`config.mk`:
```
export PLATFORM = sky130hd
export DESIGN_NAME = pbkdf2_sha256_padder
export DESIGN_NICKNAME = d
export VERILOG_FILES = /design/src/rtl/pbkdf2_pkg.sv /design/src/rtl/pbkdf2_len_shifter.sv /design/src/rtl/pbkdf2_sha256_padder.sv
export SDC_FILE = /design/constraint.sdc
export NUM_CORES = 1
export LEC_CHECK = 0
export BUFFER_PORTS_ARGS = -buffer_cell sky130_fd_sc_hd__clkbuf_2
export CAP_MARGIN = 10
export CORE_UTILIZATION = 64
export CTS_CLUSTER_DIAMETER = 120
export DETAILED_ROUTE_END_ITERATION = 12
export PLACE_DENSITY_LB_ADDON = 0.12
export SLEW_MARGIN = 20
export SYNTH_ARGS = -nofsm -noshare
export SYNTH_HDL_FRONTEND = slang
export SYNTH_SLANG_ARGS = --single-unit
```
`constraint.sdc`:
```
create_clock -name clk_i -period 3.25 [get_ports clk_i]
set_input_delay 0.1625 -clock clk_i [delete_from_list [all_inputs] [get_ports clk_i]]
set_output_delay 0.1625 -clock clk_i [all_outputs]
set_load 0.02 [all_outputs]
```
`src/rtl/pbkdf2_pkg.sv`:
```
// Shared types and constants for the PBKDF2 SHA-256 message padder.
// Build option PBKDF2_PADDER_HMAC_OFFSET_EN (see pbkdf2_sha256_padder) adds a 512-bit HMAC offset to the length.
package pbkdf2_pkg;

    typedef enum logic [1:0] {
        DATA,
        PAD80,
        ZERO,
        LEN
    } pbkdf2_pad_state_e;

    localparam int unsigned SHA256_BLOCK_BYTES  = 64;
    localparam int unsigned SHA256_LEN_BYTES    = 8;
    localparam int unsigned SHA256_LEN_POS      = 56;
    localparam logic [7:0]  SHA256_PAD_BYTE     = 8'h80;
    localparam int unsigned HMAC_KEY_BLOCK_BITS = 512;

    localparam int unsigned SHA256_IDX_W = 6;
    localparam int unsigned SHA256_LEN_W = SHA256_LEN_BYTES * 8;

endpackage

```
`src/rtl/pbkdf2_len_shifter.sv`:
```
// 64-bit length register: parallel load, shift left by one byte, MSB byte presented.
module pbkdf2_len_shifter
    import pbkdf2_pkg::*;
(
    input  logic                    clk_i,
    input  logic                    reset_i,
    input  logic                    load_i,
    input  logic [SHA256_LEN_W-1:0] load_val_i,
    input  logic                    shift_i,
    output logic [7:0]              msb_o
);

    logic [SHA256_LEN_W-1:0] len_r;

    always_ff @(posedge clk_i) begin
        if (reset_i) begin
            len_r <= '0;
        end else if (load_i) begin
            len_r <= load_val_i;
        end else if (shift_i) begin
            len_r <= {len_r[SHA256_LEN_W-9:0], 8'h00};
        end
    end

    assign msb_o = len_r[SHA256_LEN_W-1 -: 8];

endmodule

```
`src/rtl/pbkdf2_sha256_padder.sv`:
```
// Byte-stream SHA-256 padder: message pass-through, 0x80, zero fill, 64-bit big-endian bit length.
// Define PBKDF2_PADDER_HMAC_OFFSET_EN to encode the length with an extra 512 bits for the HMAC key block.
module pbkdf2_sha256_padder
    import pbkdf2_pkg::*;
#(
    parameter int unsigned len_width_p = 16
) (
    input  logic       clk_i,
    input  logic       reset_i,
    input  logic       v_i,
    input  logic [7:0] data_i,
    input  logic       last_i,
    output logic       ready_o,
    output logic       v_o,
    output logic [7:0] data_o,
    output logic       block_last_o,
    output logic       msg_last_o,
    input  logic       yumi_i
);

    localparam logic [SHA256_IDX_W-1:0] LEN_IDX  = SHA256_IDX_W'(SHA256_LEN_POS);
    localparam logic [SHA256_IDX_W-1:0] ZERO_END = SHA256_IDX_W'(SHA256_LEN_POS - 1);
    localparam logic [SHA256_IDX_W-1:0] LAST_IDX = SHA256_IDX_W'(SHA256_BLOCK_BYTES - 1);

    pbkdf2_pad_state_e state_r, state_n;

    logic [SHA256_IDX_W-1:0] byte_idx_r;
    logic [SHA256_IDX_W-1:0] idx_inc;
    logic [len_width_p-1:0]  msg_len_r;
    logic [len_width_p-1:0]  msg_len_inc;
    logic [SHA256_LEN_W-1:0] len_load_val;
    logic [7:0]              len_byte;
    logic                    len_load;
    logic                    len_shift;
    logic                    fire;

    assign idx_inc     = byte_idx_r + SHA256_IDX_W'(1);
    assign msg_len_inc = msg_len_r + len_width_p'(1);
    assign fire        = v_o & yumi_i;

    // Length counts the byte being accepted now; it wraps with the message counter.
`ifdef PBKDF2_PADDER_HMAC_OFFSET_EN
    assign len_load_val = SHA256_LEN_W'({msg_len_inc, 3'b000}) + SHA256_LEN_W'(HMAC_KEY_BLOCK_BITS);
`else
    assign len_load_val = SHA256_LEN_W'({msg_len_inc, 3'b000});
`endif

    always_ff @(posedge clk_i) begin
        if (reset_i) begin
            state_r    <= DATA;
            byte_idx_r <= '0;
            msg_len_r  <= '0;
        end else begin
            state_r <= state_n;
            if (fire) begin
                byte_idx_r <= idx_inc;
                if (state_r == DATA) begin
                    msg_len_r <= msg_len_inc;
                end else if (state_r == LEN && byte_idx_r == LAST_IDX) begin
                    msg_len_r <= '0;
                end
            end
        end
    end

    always_comb begin
        state_n   = state_r;
        v_o       = 1'b0;
        data_o    = 8'h00;
        ready_o   = 1'b0;
        len_load  = 1'b0;
        len_shift = 1'b0;
        if (!reset_i) begin
            unique case (state_r)
                DATA: begin
                    v_o     = v_i;
                    data_o  = data_i;
                    ready_o = yumi_i;
                    if (v_i && yumi_i && last_i) begin
                        state_n  = PAD80;
                        len_load = 1'b1;
                    end
                end
                PAD80: begin
                    v_o    = 1'b1;
                    data_o = SHA256_PAD_BYTE;
                    // 0x80 at idx 56..63 leaves no room for the length: zeros spill into a new block.
                    if (yumi_i) begin
                        state_n = (idx_inc == LEN_IDX) ? LEN : ZERO;
                    end
                end
                ZERO: begin
                    v_o    = 1'b1;
                    data_o = 8'h00;
                    if (yumi_i && byte_idx_r == ZERO_END) begin
                        state_n = LEN;
                    end
                end
                LEN: begin
                    v_o    = 1'b1;
                    data_o = len_byte;
                    if (yumi_i) begin
                        len_shift = 1'b1;
                        if (byte_idx_r == LAST_IDX) begin
                            state_n = DATA;
                        end
                    end
                end
                default: state_n = DATA;
            endcase
        end
    end

    assign block_last_o = v_o & (byte_idx_r == LAST_IDX);
    assign msg_last_o   = v_o & (state_r == LEN) & (byte_idx_r == LAST_IDX);

    pbkdf2_len_shifter u_len_shifter (
        .clk_i      (clk_i),
        .reset_i    (reset_i),
        .load_i     (len_load),
        .load_val_i (len_load_val),
        .shift_i    (len_shift),
        .msb_o      (len_byte)
    );

endmodule

```
Word level (Yosys, flattened, before mapping)
Cells that the tools add are included.
W data, S select, Z words.
{"block": "totals", "regBits": 85, "input_bits": 13, "out_inout_bits": 12, "wordCells": 56}
{"block": "classes", "add_sub_neg": 2, "n_eq_ne": 11, "n_mux": 23, "bitwise": 4, "n_reduce_logical": 11}
{"cell": "$mux W19", "n": 2}
{"cell": "$mux W16", "n": 2}
{"cell": "$pmux W8 S4", "n": 1}
{"cell": "$eq A6 B6 Y1 const B", "n": 3}
{"cell": "$add A16 B1 Y16 const B", "n": 1}
{"cell": "$mux W1", "n": 10}
{"cell": "$mux W2", "n": 5}
{"cell": "$mux W8", "n": 1}
{"cell": "$ne A2 B2 Y1 const B", "n": 4}
{"cell": "$pmux W2 S4", "n": 1}
{"cell": "$add A6 B1 Y6 const B", "n": 1}
{"cell": "$reduce_and A5 Y1", "n": 1}
{"cell": "$and A1 B1 Y1", "n": 4}
{"cell": "$eq A2 B2 Y1 const B", "n": 2}
{"cell": "$logic_and A1 B1 Y1", "n": 4}
{"cell": "$reduce_bool A2 Y1", "n": 2}
{"cell": "$reduce_or A3 Y1", "n": 1}
{"cell": "$eq A2 B1 Y1 const B", "n": 1}
{"cell": "$logic_not A2 Y1", "n": 1}
{"cell": "$ne A2 B1 Y1 const B", "n": 1}
{"cell": "$pmux W1 S2", "n": 1}
{"cell": "$reduce_and A2 Y1", "n": 1}
{"cell": "$reduce_or A2 Y1", "n": 1}

Depth between registers and ports, before layout
{"block": "logic_depth", "word_depth": 6, "mapped_depth": 9, "ltp_nobuf": 7}

Hierarchy
From an unflattened synthesis, not the netlist that was laid out.
{"block": "unflattened", "cells_unflattened": 499, "hier_area_um2": 4675.7}
{"module": "pbkdf2_len_shifter", "n_inst": 1, "cells_each": 293, "area_each_um2": 2995.4, "seq_area_each_um2": 1281.2}
{"module": "pbkdf2_sha256_padder", "n_inst": 1, "cells_each": 206, "area_each_um2": 1680.4, "seq_area_each_um2": 480.5}

Worst setup path before layout
Ideal clock, no wire load.
{"block": "synth_timing", "kind": "flip-flop to output port", "startpoint": "register state_r[0]", "endpoint": "output msg_last_o", "t_arrival_ns": 1.969, "t_required_ns": 3.087, "slack_ns": 1.119, "stages_incl_launch_ff": 7, "n_path_buf": 0, "path_cell_list": "dfxtp_1 inv_1 ha_1 inv_1 nor2_1 nor4_1 and2_1"}
{"block": "synth_via", "elab_chain_cells": 6, "word_cells_on_any_way": 9, "cone_classes": "eq/ne: 3; mux: 2; bitwise: 2; reduce/logical: 2"}
{"item": "start: declaration", "line": "pbkdf2_sha256_padder.sv:25", "source": "pbkdf2_pad_state_e state_r, state_n;"}
{"item": "start signal: assignment", "line": "pbkdf2_sha256_padder.sv:54", "source": "state_r <= state_n;"}
{"item": "$eq A2 B2 Y1 (tied with other cells)", "line": "pbkdf2_sha256_padder.sv:74, pbkdf2_sha256_padder.sv:115"}
{"item": "$reduce_or A3 Y1 (no source line)"}
{"item": "$pmux W1 S2", "line": "pbkdf2_sha256_padder.sv:74", "source": "unique case (state_r)"}
{"item": "$mux W1", "line": "pbkdf2_sha256_padder.sv:73", "source": "if (!reset_i) begin"}
{"item": "$and A1 B1 Y1 * (2 in a row)", "line": "pbkdf2_sha256_padder.sv:115", "source": "assign msg_last_o = v_o & (state_r == LEN) & (byte_idx_r == LAST_IDX);"}
{"item": "end: declaration", "line": "pbkdf2_sha256_padder.sv:17", "source": "output logic msg_last_o,"}
Every way passes the cells marked *; elsewhere a longest branch is shown, timed or not.

Final worst setup path
Same ends and word-level chain as after synthesis.

==> impl_metrics.yaml <==
status:
  status: "complete, no violations"
grt:
  overflow: 0
  grt_max_degree: 52
  grt_pass1_vias: 2962
  antenna_found_initial: 0
  grt_pass1_wl_um: 12900
  track_usage: 0.261
timing:
  fmax_mhz: 418
  hold_viol: 0
  min_period_ps: 2400
  maxSlewHeadroom: 0.384
  clock_skew_ps: 9.29
  finalWorstSetupSlack_ps: 855
  min_period_over_period: 0.737
  tightest_slew_ps: 918
  setup_viol_count_final: 0
  slew_viol_final: 0
  rsz0062_at_grt: "no"
  setup_tns_ps: 0
finish:
  nets: 517
  diodes: 0
  drive_above_1_share: 0.108
  fillers: 463
  area.growth.synth_to_final_pct: 7.90
power:
  power.leakage_uw: 0.00151
  ir_drop_mv: 0.320
  total_power_uw: 2390
  cellPowerDensity_nw_per_um2: 579
setup_path:
  end_kind: "output pin"
  critPathMaxFanout: 12
  criticalPathCategory: "flop to output pin"
  crit_required_ps: 3090
  cp-start-kind: "flop"
  cp.arrival_ps: 2230
min_path:
  hp-class: "input port to flop"
synthesis:
  synth-seq-cells: 85
  synth_ff_type: "dfxtp_1"
  synthArstFlopShare: 0
  ys_types: 44
  avgSynthCellArea_um2: 7.87
  synthCells: 487
  synth-edff-count: 0
  post_synth_instance_area_um2: 3830
  ys_seq_area_frac: 0.444
  synth_warnings: 0
  synth_fp_nets: 508
placed_design:
  gp_congestion: 0.854
  numPortBuffers: 24
  pre_cts_ws_ps: 973
  hpwl_um: 5130
cts:
  clk_latency_ps: 360
  cts_root_buffer: "clkbuf_8"
  postCtsHoldBufs: 0
  postCtsSetupBuffers: 0
  cts.htree.levels: 3
  clockBufferDepth: 2
  ctsResizeCount: 0
  cts_buffers: 9
  cts.sinks: 85
  path_clk_slew_ps: 80
  cts_tree: "built"
routing:
  totalWireLength_um: 7720
  drt_iter0_drc: 204
  dr_total_vias: 3290
  wl_per_cell_um: 13.5
  drtPass1Iterations: 5
  drc: 0
  routed_via_density: 5.74
  ant_nets: 0
run:
  drv_cap: 0
floorplanning:
  dieArea_um2: 6300
  num_rows: 27
  start_util: 0.679
  coreArea_um2: 5640
  fp.dieW_um: 79.4
  die_h_um: 79.4
  ioPinCount: 25
## flip-flops by register name, indices dropped and copies added, names as in the netlist
register / count
byte_idx_r: 6
u_len_shifter.len_r: 61
msg_len_r: 16
state_r: 2
## cell usage in the layout, fill, tap and decap left out, drive strengths merged, types with 2 or more instances in the layout
| cell type | synthesis | routed |
|---|---|---|
| o21ai | 8 | 8 |
| inv | 4 | 6 |
| a21oi | 67 | 67 |
| clkinv | 0 | 2 |
| or3 | 3 | 3 |
| nand4 | 7 | 7 |
| and2 | 6 | 6 |
| a211oi | 5 | 5 |
| o21a | 3 | 3 |
| dfxtp | 85 | 85 |
| nand2b | 8 | 8 |
| nor2 | 49 | 49 |
| and4 | 2 | 2 |
| ha | 8 | 8 |
| and3 | 15 | 15 |
| clkbuf | 24 | 34 |
| xor2 | 9 | 9 |
| nor4 | 2 | 2 |
| a22oi | 10 | 10 |
| a311oi | 12 | 12 |
| nor3 | 5 | 5 |
| xnor2 | 10 | 10 |
| nand2 | 117 | 117 |
| nand3 | 9 | 9 |
| mux2i | 2 | 2 |
| buf | 7 | 6 |
## power breakdown
| part | internal, uW | switching, uW |
|---|---|---|
| Clock | 381 | 380 |
| Sequential | 1070 | 29.7 |
| Combinational | 174 | 356 |
| Total | 1630 | 765 |
## per-stage QoR
| step | utilization | cell area, um^2 | std cells | hold WS [ps] |
|---|---|---|---|---|
| 2_1_floorplan | - | 3830 | 487 | 343 |
| 3_3_place_gp | 0.696 | 3930 | 557 | 436 |
| 3_5_place_dp | 0.696 | 3930 | 557 | 442 |
| 4_1_cts | 0.733 | 4130 | 573 | 212 |
| 5_1_grt | 0.733 | 4130 | 573 | 225 |
| 6_report | 0.733 | 4130 | 573 | 224 |
## cell usage after synthesis, types with 2 or more instances
cell,instances,area (um^2)
mux2i_1,2,20.0
xnor2_1,10,87.6
and3_1,14,87.6
xor2_1,9,78.8
o21ai_0,7,35.0
inv_1,4,15.0
a311oi_1,12,105
clkbuf_1,20,75.1
a21oi_1,67,335
and2_1,6,37.5
a22oi_1,10,75.1
or3_1,3,18.8
ha_1,8,100
nand2_1,117,439
clkbuf_8,2,27.5
dfxtp_1,85,1700
nor4_1,2,12.5
nor2_1,49,184
nand3_1,9,45.0
a211oi_1,5,37.5
clkbuf_2,2,10.0
nor3_1,5,25.0
nand4_1,6,37.5
nand2b_1,8,50.1
buf_1,4,15.0
o21a_1,3,22.5
## metal layers
metal,vias to the layer above,track usage,part of all wire
li1,1683,-,-
met1,1507,0.327,0.47
met2,86,0.440,0.47
met3,14,0.0411,0.039
met4,0,0.120,0.019
met5,-,0,0
## critical path, cell delays in order (launching register included)
cell      delay, ps
dfxtp_1         390
inv_1           120
ha_1            340
inv_1           230
nor2_1          110
nor4_1          350
and2_1          180
clkbuf_2        160
## cells by family after synthesis
family,count (synthesis),share of synthesized area
DFF,85,0.444
buffers and inverters,36,0.0457
xor gates and xnor gates,19,0.0434
adders and majority gates,8,0.0261
muxes,2,0.00523
AOI/OAI and AO/OA,111,0.173
and+or+nand+nor,226,0.262
## cell type report
cell class	count	area (um^2)	area share
clock inverters	6	68.8	0.0166
repair buffers	30	165	0.0400
flip-flops and latches	85	1700	0.412
well taps	72	90.1	0.0218
clock buffers	10	138	0.0333
multi-input cells	366	1960	0.473
inverters	4	15.0	0.00363
## path summary, 6_finish.rpt
path                                 from                       to  slack, ps  cells past startpoint
setup / recovery               state_r[0]               msg_last_o        850                      7
hold / removal                     yumi_i            byte_idx_r[4]        220                      4
setup reg to reg               state_r[0]             msg_len_r[3]        900                      7
hold reg to reg   u_len_shifter.len_r[53]  u_len_shifter.len_r[61]        450                      2
(Power assumes the default switching activity.)
